**src/rtl/tcp_tx_msg_poller_pkg.sv**
```systemverilog
// tcp_tx_msg_poller_pkg: TX tile sizes, destination struct and poller FSM states
package tcp_tx_msg_poller_pkg;
    localparam int MAX_FLOW_CNT = 8;
    localparam int FLOWID_W = $clog2(MAX_FLOW_CNT);
    localparam int TX_PAYLOAD_PTR_W = 12;
    localparam int XY_WIDTH = 8;
    localparam int NOC_FBITS_WIDTH = 4;
    typedef logic [FLOWID_W-1:0] flowid_t;
    typedef logic [TX_PAYLOAD_PTR_W:0] ptr_t;
    typedef logic [TX_PAYLOAD_PTR_W-1:0] len_t;
    typedef struct packed {
        logic [XY_WIDTH-1:0] x;
        logic [XY_WIDTH-1:0] y;
        logic [NOC_FBITS_WIDTH-1:0] fbits;
    } poller_dst_struct;
    typedef enum logic [1:0] {PICK, RD_REQ, RD_RESP, OUT} poller_state_e;
    // pointers carry a wrap bit, so the subtraction at full width yields occupancy directly
    function automatic ptr_t free_space(ptr_t head, ptr_t tail);
        return (ptr_t'(1) << TX_PAYLOAD_PTR_W) - (tail - head);
    endfunction
endpackage

```
**src/rtl/tcp_tx_msg_poller_if.sv**
```systemverilog
// tcp_tx_msg_poller_if: app arm, pointer-read and NoC metadata handshakes of the poller
interface tcp_tx_msg_poller_if;
    import tcp_tx_msg_poller_pkg::*;
    logic app_poller_req_val;
    flowid_t app_poller_req_flowid;
    logic [XY_WIDTH-1:0] app_poller_req_dst_x;
    logic [XY_WIDTH-1:0] app_poller_req_dst_y;
    logic [NOC_FBITS_WIDTH-1:0] app_poller_req_dst_fbits;
    logic poller_app_req_rdy;
    logic poller_ptr_rd_req_val;
    flowid_t poller_ptr_rd_req_flowid;
    logic ptr_poller_rd_req_rdy;
    logic ptr_poller_rd_resp_val;
    ptr_t ptr_poller_rd_resp_head;
    ptr_t ptr_poller_rd_resp_tail;
    logic poller_ptr_rd_resp_rdy;
    logic poller_msg_noc_if_meta_val;
    flowid_t poller_msg_noc_if_flowid;
    ptr_t poller_msg_noc_if_base_ptr;
    len_t poller_msg_noc_if_len;
    logic [XY_WIDTH-1:0] poller_msg_noc_if_dst_x;
    logic [XY_WIDTH-1:0] poller_msg_noc_if_dst_y;
    logic [NOC_FBITS_WIDTH-1:0] poller_msg_noc_if_dst_fbits;
    logic noc_if_poller_msg_meta_rdy;
    modport master (
        input app_poller_req_val, app_poller_req_flowid, app_poller_req_dst_x,
              app_poller_req_dst_y, app_poller_req_dst_fbits,
              ptr_poller_rd_req_rdy, ptr_poller_rd_resp_val, ptr_poller_rd_resp_head,
              ptr_poller_rd_resp_tail, noc_if_poller_msg_meta_rdy,
        output poller_app_req_rdy, poller_ptr_rd_req_val, poller_ptr_rd_req_flowid,
               poller_ptr_rd_resp_rdy, poller_msg_noc_if_meta_val, poller_msg_noc_if_flowid,
               poller_msg_noc_if_base_ptr, poller_msg_noc_if_len, poller_msg_noc_if_dst_x,
               poller_msg_noc_if_dst_y, poller_msg_noc_if_dst_fbits
    );
    modport slave (
        output app_poller_req_val, app_poller_req_flowid, app_poller_req_dst_x,
               app_poller_req_dst_y, app_poller_req_dst_fbits,
               ptr_poller_rd_req_rdy, ptr_poller_rd_resp_val, ptr_poller_rd_resp_head,
               ptr_poller_rd_resp_tail, noc_if_poller_msg_meta_rdy,
        input poller_app_req_rdy, poller_ptr_rd_req_val, poller_ptr_rd_req_flowid,
              poller_ptr_rd_resp_rdy, poller_msg_noc_if_meta_val, poller_msg_noc_if_flowid,
              poller_msg_noc_if_base_ptr, poller_msg_noc_if_len, poller_msg_noc_if_dst_x,
              poller_msg_noc_if_dst_y, poller_msg_noc_if_dst_fbits
    );
endinterface

```
**src/rtl/tcp_tx_msg_poller_rr_pick.sv**
```systemverilog
// tcp_tx_msg_poller_rr_pick: first armed flow strictly after rr_last, rr_last itself last
module tcp_tx_msg_poller_rr_pick
    import tcp_tx_msg_poller_pkg::*;
(
    input  logic [MAX_FLOW_CNT-1:0] armed,
    input  flowid_t rr_last,
    output logic found,
    output flowid_t flowid
);
    flowid_t idx;
    always_comb begin
        found = 1'b0;
        flowid = '0;
        idx = '0;
        for (int i = 1; i <= MAX_FLOW_CNT; i++) begin
            idx = flowid_t'((int'(rr_last) + i) % MAX_FLOW_CNT);
            if (!found && armed[idx]) begin
                found = 1'b1;
                flowid = idx;
            end
        end
    end
endmodule

```
**src/rtl/tcp_tx_msg_poller.sv**
```systemverilog
// tcp_tx_msg_poller: round-robin scan of armed flows, notifies NoC when TX space frees up
module tcp_tx_msg_poller
    import tcp_tx_msg_poller_pkg::*;
#(
    parameter int MIN_FREE = 1
) (
    input logic clk,
    input logic rst,
    tcp_tx_msg_poller_if.master bus
);
    logic [MAX_FLOW_CNT-1:0] armed;
    flowid_t rr_last, flow, pick_id;
    logic pick_found, arm;
    poller_state_e state;
    poller_dst_struct dst_mem [MAX_FLOW_CNT];
    poller_dst_struct dst_out;
    ptr_t free_len;
    assign arm = bus.app_poller_req_val & bus.poller_app_req_rdy;
    assign free_len = free_space(bus.ptr_poller_rd_resp_head, bus.ptr_poller_rd_resp_tail);
    assign bus.poller_msg_noc_if_dst_x = dst_out.x;
    assign bus.poller_msg_noc_if_dst_y = dst_out.y;
    assign bus.poller_msg_noc_if_dst_fbits = dst_out.fbits;
    tcp_tx_msg_poller_rr_pick u_pick (
        .armed(armed),
        .rr_last(rr_last),
        .found(pick_found),
        .flowid(pick_id)
    );
    always_ff @(posedge clk) begin
        if (arm)
            dst_mem[bus.app_poller_req_flowid] <= '{bus.app_poller_req_dst_x,
                bus.app_poller_req_dst_y, bus.app_poller_req_dst_fbits};
    end
    // the trailing arm set overrides the OUT-handshake clear when both hit the same flow
    always_ff @(posedge clk or posedge rst) begin
        if (rst) begin
            state <= PICK;
            armed <= '0;
            rr_last <= flowid_t'(MAX_FLOW_CNT - 1);
            flow <= '0;
            dst_out <= '0;
            bus.poller_app_req_rdy <= 1'b0;
            bus.poller_ptr_rd_req_val <= 1'b0;
            bus.poller_ptr_rd_req_flowid <= '0;
            bus.poller_ptr_rd_resp_rdy <= 1'b0;
            bus.poller_msg_noc_if_meta_val <= 1'b0;
            bus.poller_msg_noc_if_flowid <= '0;
            bus.poller_msg_noc_if_base_ptr <= '0;
            bus.poller_msg_noc_if_len <= '0;
        end else begin
            bus.poller_app_req_rdy <= 1'b1;
            case (state)
                PICK: if (pick_found) begin
                    flow <= pick_id;
                    bus.poller_ptr_rd_req_flowid <= pick_id;
                    bus.poller_ptr_rd_req_val <= 1'b1;
                    state <= RD_REQ;
                end
                RD_REQ: if (bus.ptr_poller_rd_req_rdy) begin
                    bus.poller_ptr_rd_req_val <= 1'b0;
                    bus.poller_ptr_rd_resp_rdy <= 1'b1;
                    state <= RD_RESP;
                end
                RD_RESP: if (bus.ptr_poller_rd_resp_val) begin
                    bus.poller_ptr_rd_resp_rdy <= 1'b0;
                    if (free_len >= ptr_t'(MIN_FREE)) begin
                        bus.poller_msg_noc_if_meta_val <= 1'b1;
                        bus.poller_msg_noc_if_flowid <= flow;
                        bus.poller_msg_noc_if_base_ptr <= bus.ptr_poller_rd_resp_tail;
                        bus.poller_msg_noc_if_len <= free_len[TX_PAYLOAD_PTR_W] ? '1
                            : free_len[TX_PAYLOAD_PTR_W-1:0];
                        dst_out <= dst_mem[flow];
                        state <= OUT;
                    end else begin
                        rr_last <= flow;
                        state <= PICK;
                    end
                end
                OUT: if (bus.noc_if_poller_msg_meta_rdy) begin
                    bus.poller_msg_noc_if_meta_val <= 1'b0;
                    armed[flow] <= 1'b0;
                    rr_last <= flow;
                    state <= PICK;
                end
                default: state <= PICK;
            endcase
            if (arm)
                armed[bus.app_poller_req_flowid] <= 1'b1;
        end
    end
endmodule
```
**src/flat_wrapper.sv**
```systemverilog
// flat-port wrapper written by rule: the top's interface ports become plain ports
module tcp_tx_msg_poller_flat import tcp_tx_msg_poller_pkg::*;
#(
    parameter int MIN_FREE = 1
)
  (clk, rst, bus_app_poller_req_val, bus_app_poller_req_flowid, bus_app_poller_req_dst_x, bus_app_poller_req_dst_y, bus_app_poller_req_dst_fbits, bus_ptr_poller_rd_req_rdy, bus_ptr_poller_rd_resp_val, bus_ptr_poller_rd_resp_head, bus_ptr_poller_rd_resp_tail, bus_noc_if_poller_msg_meta_rdy, bus_poller_app_req_rdy, bus_poller_ptr_rd_req_val, bus_poller_ptr_rd_req_flowid, bus_poller_ptr_rd_resp_rdy, bus_poller_msg_noc_if_meta_val, bus_poller_msg_noc_if_flowid, bus_poller_msg_noc_if_base_ptr, bus_poller_msg_noc_if_len, bus_poller_msg_noc_if_dst_x, bus_poller_msg_noc_if_dst_y, bus_poller_msg_noc_if_dst_fbits);
  tcp_tx_msg_poller_if bus_i ();
  input logic clk;
  input logic rst;
  input wire logic [$bits(bus_i.app_poller_req_val)-1:0] bus_app_poller_req_val;
  input wire logic [$bits(bus_i.app_poller_req_flowid)-1:0] bus_app_poller_req_flowid;
  input wire logic [$bits(bus_i.app_poller_req_dst_x)-1:0] bus_app_poller_req_dst_x;
  input wire logic [$bits(bus_i.app_poller_req_dst_y)-1:0] bus_app_poller_req_dst_y;
  input wire logic [$bits(bus_i.app_poller_req_dst_fbits)-1:0] bus_app_poller_req_dst_fbits;
  input wire logic [$bits(bus_i.ptr_poller_rd_req_rdy)-1:0] bus_ptr_poller_rd_req_rdy;
  input wire logic [$bits(bus_i.ptr_poller_rd_resp_val)-1:0] bus_ptr_poller_rd_resp_val;
  input wire logic [$bits(bus_i.ptr_poller_rd_resp_head)-1:0] bus_ptr_poller_rd_resp_head;
  input wire logic [$bits(bus_i.ptr_poller_rd_resp_tail)-1:0] bus_ptr_poller_rd_resp_tail;
  input wire logic [$bits(bus_i.noc_if_poller_msg_meta_rdy)-1:0] bus_noc_if_poller_msg_meta_rdy;
  output wire logic [$bits(bus_i.poller_app_req_rdy)-1:0] bus_poller_app_req_rdy;
  output wire logic [$bits(bus_i.poller_ptr_rd_req_val)-1:0] bus_poller_ptr_rd_req_val;
  output wire logic [$bits(bus_i.poller_ptr_rd_req_flowid)-1:0] bus_poller_ptr_rd_req_flowid;
  output wire logic [$bits(bus_i.poller_ptr_rd_resp_rdy)-1:0] bus_poller_ptr_rd_resp_rdy;
  output wire logic [$bits(bus_i.poller_msg_noc_if_meta_val)-1:0] bus_poller_msg_noc_if_meta_val;
  output wire logic [$bits(bus_i.poller_msg_noc_if_flowid)-1:0] bus_poller_msg_noc_if_flowid;
  output wire logic [$bits(bus_i.poller_msg_noc_if_base_ptr)-1:0] bus_poller_msg_noc_if_base_ptr;
  output wire logic [$bits(bus_i.poller_msg_noc_if_len)-1:0] bus_poller_msg_noc_if_len;
  output wire logic [$bits(bus_i.poller_msg_noc_if_dst_x)-1:0] bus_poller_msg_noc_if_dst_x;
  output wire logic [$bits(bus_i.poller_msg_noc_if_dst_y)-1:0] bus_poller_msg_noc_if_dst_y;
  output wire logic [$bits(bus_i.poller_msg_noc_if_dst_fbits)-1:0] bus_poller_msg_noc_if_dst_fbits;
  assign bus_i.app_poller_req_val = bus_app_poller_req_val;
  assign bus_i.app_poller_req_flowid = bus_app_poller_req_flowid;
  assign bus_i.app_poller_req_dst_x = bus_app_poller_req_dst_x;
  assign bus_i.app_poller_req_dst_y = bus_app_poller_req_dst_y;
  assign bus_i.app_poller_req_dst_fbits = bus_app_poller_req_dst_fbits;
  assign bus_i.ptr_poller_rd_req_rdy = bus_ptr_poller_rd_req_rdy;
  assign bus_i.ptr_poller_rd_resp_val = bus_ptr_poller_rd_resp_val;
  assign bus_i.ptr_poller_rd_resp_head = bus_ptr_poller_rd_resp_head;
  assign bus_i.ptr_poller_rd_resp_tail = bus_ptr_poller_rd_resp_tail;
  assign bus_i.noc_if_poller_msg_meta_rdy = bus_noc_if_poller_msg_meta_rdy;
  assign bus_poller_app_req_rdy = bus_i.poller_app_req_rdy;
  assign bus_poller_ptr_rd_req_val = bus_i.poller_ptr_rd_req_val;
  assign bus_poller_ptr_rd_req_flowid = bus_i.poller_ptr_rd_req_flowid;
  assign bus_poller_ptr_rd_resp_rdy = bus_i.poller_ptr_rd_resp_rdy;
  assign bus_poller_msg_noc_if_meta_val = bus_i.poller_msg_noc_if_meta_val;
  assign bus_poller_msg_noc_if_flowid = bus_i.poller_msg_noc_if_flowid;
  assign bus_poller_msg_noc_if_base_ptr = bus_i.poller_msg_noc_if_base_ptr;
  assign bus_poller_msg_noc_if_len = bus_i.poller_msg_noc_if_len;
  assign bus_poller_msg_noc_if_dst_x = bus_i.poller_msg_noc_if_dst_x;
  assign bus_poller_msg_noc_if_dst_y = bus_i.poller_msg_noc_if_dst_y;
  assign bus_poller_msg_noc_if_dst_fbits = bus_i.poller_msg_noc_if_dst_fbits;
  tcp_tx_msg_poller #(.MIN_FREE(MIN_FREE)) u_core (.clk(clk), .rst(rst), .bus(bus_i));
endmodule
```
**config.mk**
```make
export PLATFORM = sky130hd
export DESIGN_NAME = tcp_tx_msg_poller_flat
export DESIGN_NICKNAME = d
export VERILOG_FILES = /design/src/rtl/tcp_tx_msg_poller_pkg.sv /design/src/rtl/tcp_tx_msg_poller_if.sv /design/src/rtl/tcp_tx_msg_poller_rr_pick.sv /design/src/rtl/tcp_tx_msg_poller.sv /design/src/flat_wrapper.sv
export SDC_FILE = /design/constraint.sdc
export NUM_CORES = 1
export LEC_CHECK = 0
export BUFFER_PORTS_ARGS = -buffer_cell sky130_fd_sc_hd__buf_2
export CORE_UTILIZATION = 53
export CTS_CLUSTER_SIZE = 40
export DETAILED_ROUTE_END_ITERATION = 12
export PLACE_DENSITY = 0.76
export SLEW_MARGIN = 20
export SYNTH_ARGS = -nofsm -noshare
export SYNTH_HDL_FRONTEND = slang
export SYNTH_SLANG_ARGS = --single-unit
```
**constraint.sdc**
```tcl
create_clock -name clk -period 3.5 [get_ports clk]
set_input_delay 0 -clock clk [delete_from_list [all_inputs] [get_ports clk]]
set_output_delay 0 -clock clk [all_outputs]
set_load 0.05 [all_outputs]
```
==> reports/results.ini <==
[critical_path]
cpPeakStageDelay_ns=0.57
path_cells=dlygate4sd3_1 > buf_2 > inv_1 > ha_1 > ha_1 > inv_1 > fa_1 > nor2b_1 > o21ai_1 > a211oi_1 > a211oi_1 > or3b_4 > nor3_1 > o22ai_1 > dlygate4sd3_1
worstPathArrival_ns=3.67
crit_required_ns=3.90
worstSetupStartpointType=input pin
reg2reg_depth=8
rr_endpoint=u_core.bus.poller_ptr_rd_req_flowid[0]
cp_slowest_cell=dlygate4sd3_1
r2r_start=u_core.rr_last[1]
worst-setup-path-type=input pin to flop
crit_fanout=5
end_kind=flop
rrSetupSlack_ns=0.43

[detailed_routing]
route.detailed.drc=0
drt_wl_total_um=22300
via_per_inst=5.67
num_vias=6199
antenna_left=0
first_pass_iters=4
drtIter0Drc=328
wl_per_cell_um=20.4

[synthesis]
ys.flop_type=edfxtp_1
synth_edf_count=160
syn_avg_cell_area_um2=16.1
yosys-top-cells-area=edfxtp_1, dfrtp_1, mux4_2
synth-seq-cells=228
async_flop_share_pct=29.8
synth.net_count=728
syn-cell-area_mm2=0.0104
yosys.area.top_type_share_pct=46.0
synth_top_cell_by_area=edfxtp_1
syn_inst=647
synth.most_common_cell=edfxtp_1
yosys_warnings=0
ys_types=69
seq_area_frac_synth_pct=62.4
synth_commonest_cells=edfxtp_1, dfrtp_1, mux2_2

[floorplanning]
coreArea_mm2=0.0190
start_util_pct=54.9
dieWidth_um=142
die_area_mm2=0.0203
boundaryPins=110
die_height_um=142
rows=50

[placement]
post-dp-hpwl_um=13700
port_buffers=109
gp_congestion=0.877

[clock_network]
cts_root_buf=clkbuf_16
cts_tree=yes
htree_levels=1
cts.sinks=228
clockBufferDepth=3
clkTransAtPathRegs_ns=0.06
cts_setup_buffers=0
numCtsBuffers=24
clock_latency_ns=0.53

[timing]
finalSetupTns_ns=0
rsz0062_at_grt=no
fin_crit_sh_pct=93.4
worst_slew_pin_slew_ns=1.11
drv_slew=0
min_period_ns=3.27
relSlewSlack_pct=26.2
max_freq_mhz=306
fin_skew_ns=0.0128
finalSetupViolCount=0
hold_viol=0

[hold_path]
worstHoldEndpoint=u_core.armed[7]
hp-class=input pin to flop
min_from=bus_app_poller_req_val
whs_path_depth=3

[power_and_ir_drop]
switching_share_pct=38.9
clkPwrFrac_pct=22.7
p_sw_mw=4.36
seq_power_share_pct=34.6
leakage_nw=4.78
p_comb_share_pct=42.7
total_power_mw=11.2
p_int_mw=6.84
ir_drop_mv=0.504
p_per_area_mw_per_mm2=888

[grt]
grt-ovfl-total=0
grt_max_degree=50
antenna_found_initial=0
track_usage_pct=22.5
grt_pass1_wl_um=34400
grt_pass1_vias=6443

[finish]
syn_to_final_growth_pct=20.8
drive_gt1_share_pct=38.2
final_nets=897
insertedDiodeCount=0

[status]
outcome=finished clean

[run]
drv_cap=0

per-layer routing:
metal  GRT usage (%)  routed length, um
met4            5.83                458
met3            3.40               1050
met5               0                  0
met1            28.0               9480
met2            40.8              11300
final cells by class:
cell class / instances / area [um^2]
Inverter: 31 / 116
Tap cell: 260 / 325
Clock inverter: 16 / 186
Clock buffer: 28 / 626
Timing Repair Buffer: 171 / 1130
Sequential cell: 228 / 6510
Multi-Input combinational cell: 360 / 3710
Fill cell: 1356 / 6410
critical path: cells and delay by family:
family | cells | cell delay, ns
AO/OA/AOI/OAI | 4 | 0.68
adder cells (fa/ha/maj) | 3 | 0.82
buffers and inverters | 5 | 1.31
AND/OR/NAND/NOR | 3 | 0.85
timing repair:
item | 4_1_cts | 5_1_grt
gates resized for setup | 0 | 1
hold buffers | 44 | 0
hold endpoints to repair | 220 | 0
setup endpoints to repair | 0 | 48
sequential cells by signal, indices dropped and copies added, names as in the netlist:
| name | flops |
|---|---|
| u_core.bus.poller_app_req_rdy | 1 |
| u_core.bus.poller_msg_noc_if_base_ptr | 13 |
| u_core.bus.poller_ptr_rd_req_flowid | 3 |
| u_core.bus.poller_msg_noc_if_len | 12 |
| u_core.bus.poller_ptr_rd_resp_rdy | 1 |
| u_core.bus.poller_msg_noc_if_dst_y | 8 |
| u_core.state | 2 |
| u_core.dst_mem | 160 |
| u_core.bus.poller_msg_noc_if_flowid | 3 |
| u_core.bus.poller_msg_noc_if_dst_x | 8 |
| u_core.bus.poller_msg_noc_if_dst_fbits | 4 |
| u_core.bus.poller_ptr_rd_req_val | 1 |
| u_core.bus.poller_msg_noc_if_meta_val | 1 |
| u_core.rr_last | 3 |
| u_core.armed | 8 |
logic make-up (layout without fill, tap and decap cells):
group,Yosys count,in the layout,share of synthesized area (%)
simple gates,101,101,5.25
mux,129,129,19.6
compound gates,92,93,6.19
flops,228,228,62.4
xor+xnor,10,10,0.911
other cells,1,1,0.0359
buf+inv,60,246,2.51
fa+ha+maj,26,26,3.19
power by group through the flow:
stage,logic [mW],clock network [mW],registers [mW]
6_report,4.78,2.55,3.87
5_1_grt,5.13,2.69,3.95
4_1_cts,4.78,2.59,3.87
3_5_place_dp,4.68,0,3.92
3_3_place_gp,4.61,0,3.88
2_1_floorplan,2.77,0,4.68
worst max path at each step:
| stage | startpoint | to | slack [ns] | cells after the start |
|---|---|---|---|---|
| 2_1_floorplan | u_core.rr_last[1] | u_core.bus.poller_ptr_rd_req_flowid[0] | 0.07 | 11 |
| 3_3_place_gp | bus_ptr_poller_rd_resp_tail[1] | u_core.bus.poller_msg_noc_if_dst_x[2] | 0.17 | 13 |
| 3_5_place_dp | bus_ptr_poller_rd_resp_tail[1] | u_core.bus.poller_msg_noc_if_dst_x[1] | 0.05 | 13 |
| 4_1_cts | bus_ptr_poller_rd_resp_tail[1] | u_core.bus.poller_msg_noc_if_base_ptr[0] | 0.04 | 14 |
| 5_1_grt | bus_ptr_poller_rd_resp_tail[1] | u_core.state[1] | 0.02 | 15 |
| 6_report | bus_ptr_poller_rd_resp_tail[1] | u_core.state[1] | 0.23 | 15 |
cell usage in the layout (no fill, tap or decap), drive strengths merged, types with 3 or more instances in the layout:
| cell type | count |
|---|---|
| clkinv | 11 |
| edfxtp | 160 |
| nand2b | 13 |
| or2 | 6 |
| mux2i | 7 |
| dfstp | 3 |
| nor4 | 4 |
| a211oi | 9 |
| o21ai | 28 |
| and3 | 3 |
| nor3 | 7 |
| bufinv | 3 |
| mux4 | 50 |
| inv | 30 |
| dfrtp | 65 |
| dlygate4sd3 | 44 |
| nor2b | 5 |
| xnor2 | 5 |
| nand4 | 3 |
| clkbuf | 28 |
| o211ai | 4 |
| a21o | 3 |
| buf | 127 |
| nor2 | 20 |
| clkinvlp | 3 |
| xor2 | 5 |
| nand2 | 25 |
| o22ai | 3 |
| o221ai | 3 |
| mux2 | 72 |
| ha | 25 |
| nand3 | 5 |
| a21oi | 17 |
| a22oi | 5 |
through the flow:
stage          hold slack (ns)  cell area [um^2]  cells  setup slack [ns]  utilization (%)
2_1_floorplan           0.0989             10400    647            0.0655                -
3_3_place_gp             0.215             11300   1005             0.172             59.6
3_5_place_dp             0.226             11300   1005            0.0509             59.6
4_1_cts                0.00919             12600   1093            0.0356             66.2
5_1_grt                 0.0447             12600   1094            0.0201             66.3
6_report                0.0383             12600   1094             0.230             66.3
Note: power is estimated with default switching activity, not from simulation.
